[config.mk]
export PLATFORM = sky130hd
export DESIGN_NAME = tlc_phase_arbiter
export DESIGN_NICKNAME = d
export VERILOG_FILES = /design/src/rtl/tlc_pkg.sv /design/src/rtl/rr_pick4.sv /design/src/rtl/tlc_phase_arbiter.sv
export SDC_FILE = /design/constraint.sdc
export NUM_CORES = 1
export LEC_CHECK = 0
export CAP_MARGIN = 20
export CORE_MARGIN = 2
export CORE_UTILIZATION = 50
export CTS_CLUSTER_DIAMETER = 50
export CTS_CLUSTER_SIZE = 8
export DETAILED_ROUTE_END_ITERATION = 10
export GPL_TIMING_DRIVEN = 0
export PLACE_DENSITY = 0.84
export SLEW_MARGIN = 10
export SYNTH_ARGS = -nofsm -noshare
export SYNTH_HDL_FRONTEND = slang
export SYNTH_SLANG_ARGS = --single-unit
[constraint.sdc]
create_clock -name clk -period 2.3 [get_ports clk]
set_input_delay 0.46 -clock clk [delete_from_list [all_inputs] [get_ports clk]]
set_output_delay 0.46 -clock clk [all_outputs]
set_load 0.02 [all_outputs]
[src/rtl/tlc_pkg.sv]
// Shared definitions for the four-approach traffic-light phase arbiter:
// light codes, approach indices, FSM states and small encoding helpers.
package tlc_pkg;

  localparam logic [2:0] RED    = 3'b100;
  localparam logic [2:0] YELLOW = 3'b010;
  localparam logic [2:0] GREEN  = 3'b001;

  localparam logic [1:0] M1 = 2'd0;
  localparam logic [1:0] M2 = 2'd1;
  localparam logic [1:0] MT = 2'd2;
  localparam logic [1:0] S  = 2'd3;

  typedef enum logic [1:0] {
    ST_CLEAR  = 2'd0,
    ST_GREEN  = 2'd1,
    ST_YELLOW = 2'd2
  } state_t;

  function automatic logic [3:0] onehot4(input logic [1:0] idx);
    return 4'b0001 << idx;
  endfunction

  // Packed {S, MT, M2, M1} light vector: one approach shows col, the rest red.
  function automatic logic [11:0] light_vec(input logic [1:0] idx, input logic [2:0] col);
    logic [11:0] v;
    v = {4{RED}};
    v[int'(idx) * 3 +: 3] = col;
    return v;
  endfunction

endpackage

[src/rtl/rr_pick4.sv]
// Combinational round-robin pick over four pending requests, searching
// last+1, last+2, last+3, last (mod 4).
module rr_pick4
  import tlc_pkg::*;
(
  input  logic [3:0] i_pend,
  input  logic [1:0] i_last,
  output logic [1:0] o_grant,
  output logic       o_any
);

  logic [1:0] w_idx;

  // Walk from lowest to highest priority so the highest-priority hit wins.
  always_comb begin
    o_grant = '0;
    w_idx   = '0;
    for (int unsigned k = 4; k >= 1; k--) begin
      w_idx = i_last + 2'(k);
      if (i_pend[w_idx]) o_grant = w_idx;
    end
  end

  assign o_any = |i_pend;

endmodule

[src/rtl/tlc_phase_arbiter.sv]
// Four-approach traffic-light phase arbiter: latched requests, round-robin
// grant, min/max green, fixed yellow and all-red clearance, rest-in-red/green.
module tlc_phase_arbiter
  import tlc_pkg::*;
#(
  parameter int unsigned MIN_GREEN = 7,
  parameter int unsigned MAX_GREEN = 20,
  parameter int unsigned YELLOW_T  = 3,
  parameter int unsigned ALLRED_T  = 1
) (
  input  logic       clk,
  input  logic       rst,
  input  logic [3:0] req,
  output logic [2:0] light_M1,
  output logic [2:0] light_M2,
  output logic [2:0] light_MT,
  output logic [2:0] light_S,
  output logic [1:0] phase,
  output logic       phase_valid
);

  localparam logic [8:0] MIN_CYC    = 9'(MIN_GREEN);
  localparam logic [8:0] MAX_CYC    = 9'(MAX_GREEN);
  localparam logic [8:0] YELLOW_CYC = 9'(YELLOW_T);
  localparam logic [8:0] ALLRED_CYC = 9'(ALLRED_T);

  state_t      r_state;
  logic [7:0]  r_timer;
  logic [3:0]  r_pend;
  logic [1:0]  r_last;
  logic [1:0]  r_phase;
  logic        r_valid;
  logic [11:0] r_lights;

  logic [1:0]  w_grant;
  logic        w_any;
  logic [8:0]  w_elapsed;
  logic [7:0]  w_timer_inc;
  logic [3:0]  w_others;
  logic [3:0]  w_pend_set;
  logic [3:0]  w_pend_clr;
  logic        w_enter_green;
  logic        w_leave_green;
  logic        w_yellow_done;

  rr_pick4 u_pick (
    .i_pend  (r_pend),
    .i_last  (r_last),
    .o_grant (w_grant),
    .o_any   (w_any)
  );

  // Timer compares are done on cycles-in-state (timer+1) against the raw
  // parameters, which keeps the thresholds meaningful for a value of 1.
  assign w_elapsed   = {1'b0, r_timer} + 9'd1;
  assign w_timer_inc = (r_timer == 8'hFF) ? r_timer : r_timer + 8'd1;
  assign w_others    = r_pend & ~onehot4(r_phase);

  assign w_enter_green = (r_state == ST_CLEAR) && (w_elapsed >= ALLRED_CYC) && w_any;
  assign w_leave_green = (r_state == ST_GREEN) && (w_elapsed >= MIN_CYC) && (|w_others)
                         && (!req[r_phase] || (w_elapsed >= MAX_CYC));
  assign w_yellow_done = (r_state == ST_YELLOW) && (w_elapsed >= YELLOW_CYC);

  assign w_pend_set = req & ~((r_state == ST_GREEN) ? onehot4(r_phase) : 4'b0000);
  assign w_pend_clr = w_enter_green ? onehot4(w_grant) : 4'b0000;

  always_ff @(posedge clk or negedge rst) begin
    if (!rst) begin
      r_state  <= ST_CLEAR;
      r_timer  <= '0;
      r_last   <= S;
      r_phase  <= M1;
      r_valid  <= 1'b0;
      r_lights <= {4{RED}};
    end else begin
      r_timer <= w_timer_inc;
      unique case (r_state)
        ST_CLEAR: begin
          if (w_enter_green) begin
            r_state  <= ST_GREEN;
            r_timer  <= '0;
            r_last   <= w_grant;
            r_phase  <= w_grant;
            r_valid  <= 1'b1;
            r_lights <= light_vec(w_grant, GREEN);
          end
        end
        ST_GREEN: begin
          if (w_leave_green) begin
            r_state  <= ST_YELLOW;
            r_timer  <= '0;
            r_lights <= light_vec(r_phase, YELLOW);
          end
        end
        ST_YELLOW: begin
          if (w_yellow_done) begin
            r_state  <= ST_CLEAR;
            r_timer  <= '0;
            r_valid  <= 1'b0;
            r_lights <= {4{RED}};
          end
        end
        default: begin
          r_state  <= ST_CLEAR;
          r_timer  <= '0;
          r_valid  <= 1'b0;
          r_lights <= {4{RED}};
        end
      endcase
    end
  end

  // A grant edge clears its own bit even if req is still high on that edge.
  always_ff @(posedge clk or negedge rst) begin
    if (!rst) begin
      r_pend <= '0;
    end else begin
      r_pend <= (r_pend | w_pend_set) & ~w_pend_clr;
    end
  end

  assign light_M1    = r_lights[2:0];
  assign light_M2    = r_lights[5:3];
  assign light_MT    = r_lights[8:6];
  assign light_S     = r_lights[11:9];
  assign phase       = r_phase;
  assign phase_valid = r_valid;

endmodule

==> impl_metrics.toml <==
[outcome]
status = "complete, but fails checks"
violations = "negative setup slack"

[power_and_ir_drop]
p_seq_share_pct = 28.3
pwr-share-clk_pct = 9.0
comb_power_share_pct = 62.7
netSwitchingPower_uw = 1374
peakVddDrop_v = 0.0008494
p_per_area_nw_per_um2 = 1475
leakagePower_uw = 0.0008986
switching_share_pct = 42.09
p_int_uw = 1891

[clock_network]
clockRootBuffer = "clkbuf_4"
cts.clk_slew.worst_paths_ns = 0.10
clkLatencyLatePin_ns = 0.33
cts.htree.levels = 2
cts_hold_buf = 0
clk_path_buf_depth = 2
cts_tree = "done"
numClockSinks = 31
cts-buffers-inserted = 5

[yosys]
synth_top_cell_area_share_pct = 35.46
synth_top_cell_by_area = "dfrtp_1"
synth_area_leaders = "dfrtp_1 (35%), dfstp_2 (8.9%), mux2_4 (6.0%)"
netlist_instances = 171
syn_nets = 180
synth_area_per_cell_um2 = 10.32
yosys.area_share.simple_pct = 14.33
synth_top_family_by_area = "compound AO/OA/AOI/OAI gates"
yosysWarnings = 0
synth_xor_area_share_pct = 2.908
synth_seq_cells = 31
synth_common_cells = "dfrtp_1 (25), nor2_1 (15), a21oi_1 (13), inv_1 (11), nand3_1 (8)"
seq_area_frac_synth_pct = 44.40
async_reset_ff_share_pct = 100.0
synth_mux_area_share_pct = 8.511
synth_edf_count = 0
synth_cell_types = 48
synthAdderAreaFrac_pct = 2.128
yosysMostFrequentCell = "dfrtp_1"
ys.flop_type = "dfrtp_1"
synth_area_um2 = 1764
synth-compound-area-share_pct = 20.78

[critical_path]
crit_type = "reg2reg"
rrSetupSlack_ns = -0.01
ff2ff_path_depth = 8
end_kind = "flop"
required_ns = 2.51
startpoint_type = "flop"
crit_arrival_ns = 2.52
crit_fanout = 5

[place]
gp_congestion = 0.9005
place_ws_ns = -0.2873
place_area_um2 = 2019
portBuffers = 20
hpwl_um = 2912

[drt]
postRouteAntennaNets = 0
drc = 0
drt_iter0_drc = 55
post_drt_wl_per_cell_um = 16.43
first_pass_iters = 4
vias = 1482
routed_wl_um = 4107
drt-vias-per-instance = 5.928

[global_routing]
grt_pass1_vias = 1563
grt_max_degree = 32
antenna_found_initial = 0
overflow = 0
grt_pass1_wl_um = 7286
track_usage_pct = 23.02

[sta]
min_period_ns = 2.311
holdWs_ns = 0.1563
finalWorstSetupSlack_ns = -0.01072
fmax_ghz = 0.4328
relSlewSlack_pct = 55.65
tightest_slew_ns = 0.6653
setup-tns-final_ns = -0.01859
finalSetupViolations = 3
rsz0062_at_grt = "true"
skew_ns = 0.01060
hold_viol_final = 0
min_period_over_period_pct = 100.5
drv_slew = 0

[job]
maxCapViolCount = 0

[cells_and_area]
syn_to_final_growth_pct = 25.46
drive_gt1_share_pct = 27.45
final_nets = 212
fin_area_um2 = 2213
diodes = 0

[die]
start_util_pct = 52.46
die_h_um = 63.40
coreArea_um2 = 3363
num_rows = 21
io_pins = 21
dieArea_um2 = 4020
die-width_um = 63.40

[worst_hold_path]
hp-class = "in2async"
==> power by group through the flow <==
stage	clock network [uW]	registers [uW]	logic, uW
after floorplan	0	1010	1160
after global placement	0	910	1680
after global routing	326	957	2210
final	295	924	2050
after detailed placement	0	928	1740
after CTS	307	919	1970
==> layer usage <==
layer | share of wire, % | vias to the layer above | GRT usage, %
li1 | - | 687 | -
met1 | 41 | 727 | 27.59
met2 | 52 | 58 | 39.87
met3 | 4.4 | 10 | 4.286
met4 | 2.2 | 0 | 10.60
met5 | 0 | - | 0
==> per-stage QoR <==
step	utilization [%]	power, uW	cells
after floorplan	-	2166	171
after global placement	60.19	2585	237
after detailed placement	60.04	2666	237
after CTS	64.69	3200	250
after global routing	65.81	3498	250
final	65.81	3265	250
==> cells in the final DEF, fill, tap and decap left out, types with 3 or more instances in the layout <==
master           instances
buf_4                    5
nand3_1                  8
dfstp_2                  6
dfrtp_1                 23
o22a_1                   3
nor2_1                  15
clkdlybuf4s50_1         19
a21oi_1                 12
o22ai_1                  5
a311oi_2                 3
mux2_4                   7
a21o_1                   4
o21ai_0                  6
nor3_1                   5
nor2b_1                  5
clkbuf_4                 5
buf_6                    4
inv_1                   10
nand2_1                  6
==> state kept, by name (all words and copies together), names as in the netlist <==
register,cells
r_lights,12
r_pend,4
r_timer,8
phase,2
r_last,2
phase_valid,1
r_state,2
==> kinds of logic (layout without fill, tap and decap cells) <==
| logic type | Yosys count | count (layout) |
|---|---|---|
| buffers and inverters | 19 | 52 |
| adders and majority gates | 3 | 3 |
| xor gates and xnor gates | 5 | 5 |
| DFF | 31 | 31 |
| muxes | 10 | 10 |
| and+or+nand+nor | 50 | 50 |
| AOI/OAI and AO/OA | 53 | 53 |
==> worst max-delay path: stages, from the launching register on <==
cell,delay [ns]
dfrtp_2,0.45
buf_6,0.14
a311oi_2,0.28
a31oi_2,0.09
or3b_1,0.40
a21o_1,0.20
a2bb2oi_4,0.19
buf_6,0.15
mux2_4,0.30
==> repair_timing <==
| item | CTS | global route |
|---|---|---|
| resized for setup | 13 | 6 |
| buffers inserted | 5 | 0 |
| setup endpoints to repair | 23 | 27 |
| pin swaps | 8 | 4 |
| cloned | 1 | 0 |
==> final timing paths <==
| check | from | endpoint |
|---|---|---|
| max | r_timer[1]$_DFF_PN0_ | r_lights[7]$_DFFE_PN0P_ |
| min | rst | phase[1]$_DFFE_PN0P_ |
| max reg2reg | r_timer[1]$_DFF_PN0_ | r_lights[7]$_DFFE_PN0P_ |
| min reg2reg | phase_valid$_DFFE_PN0P_ | phase_valid$_DFFE_PN0P_ |
| max in group asynchronous | rst | r_timer[0]$_DFF_PN0_ |
| min in group clk | phase_valid$_DFFE_PN0P_ | phase_valid$_DFFE_PN0P_ |
==> area by class of cell <==
class	count	area, um^2
plain buffers	7	77.57
repair buffers	26	247.7
clock inverters	1	5.005
fillers	279	1150
multi-input cells	121	953.4
clock buffers	7	45.04
flip-flops and latches	31	785.8
inverters	11	41.29
well taps	46	57.56
(Power assumes the default switching activity.)
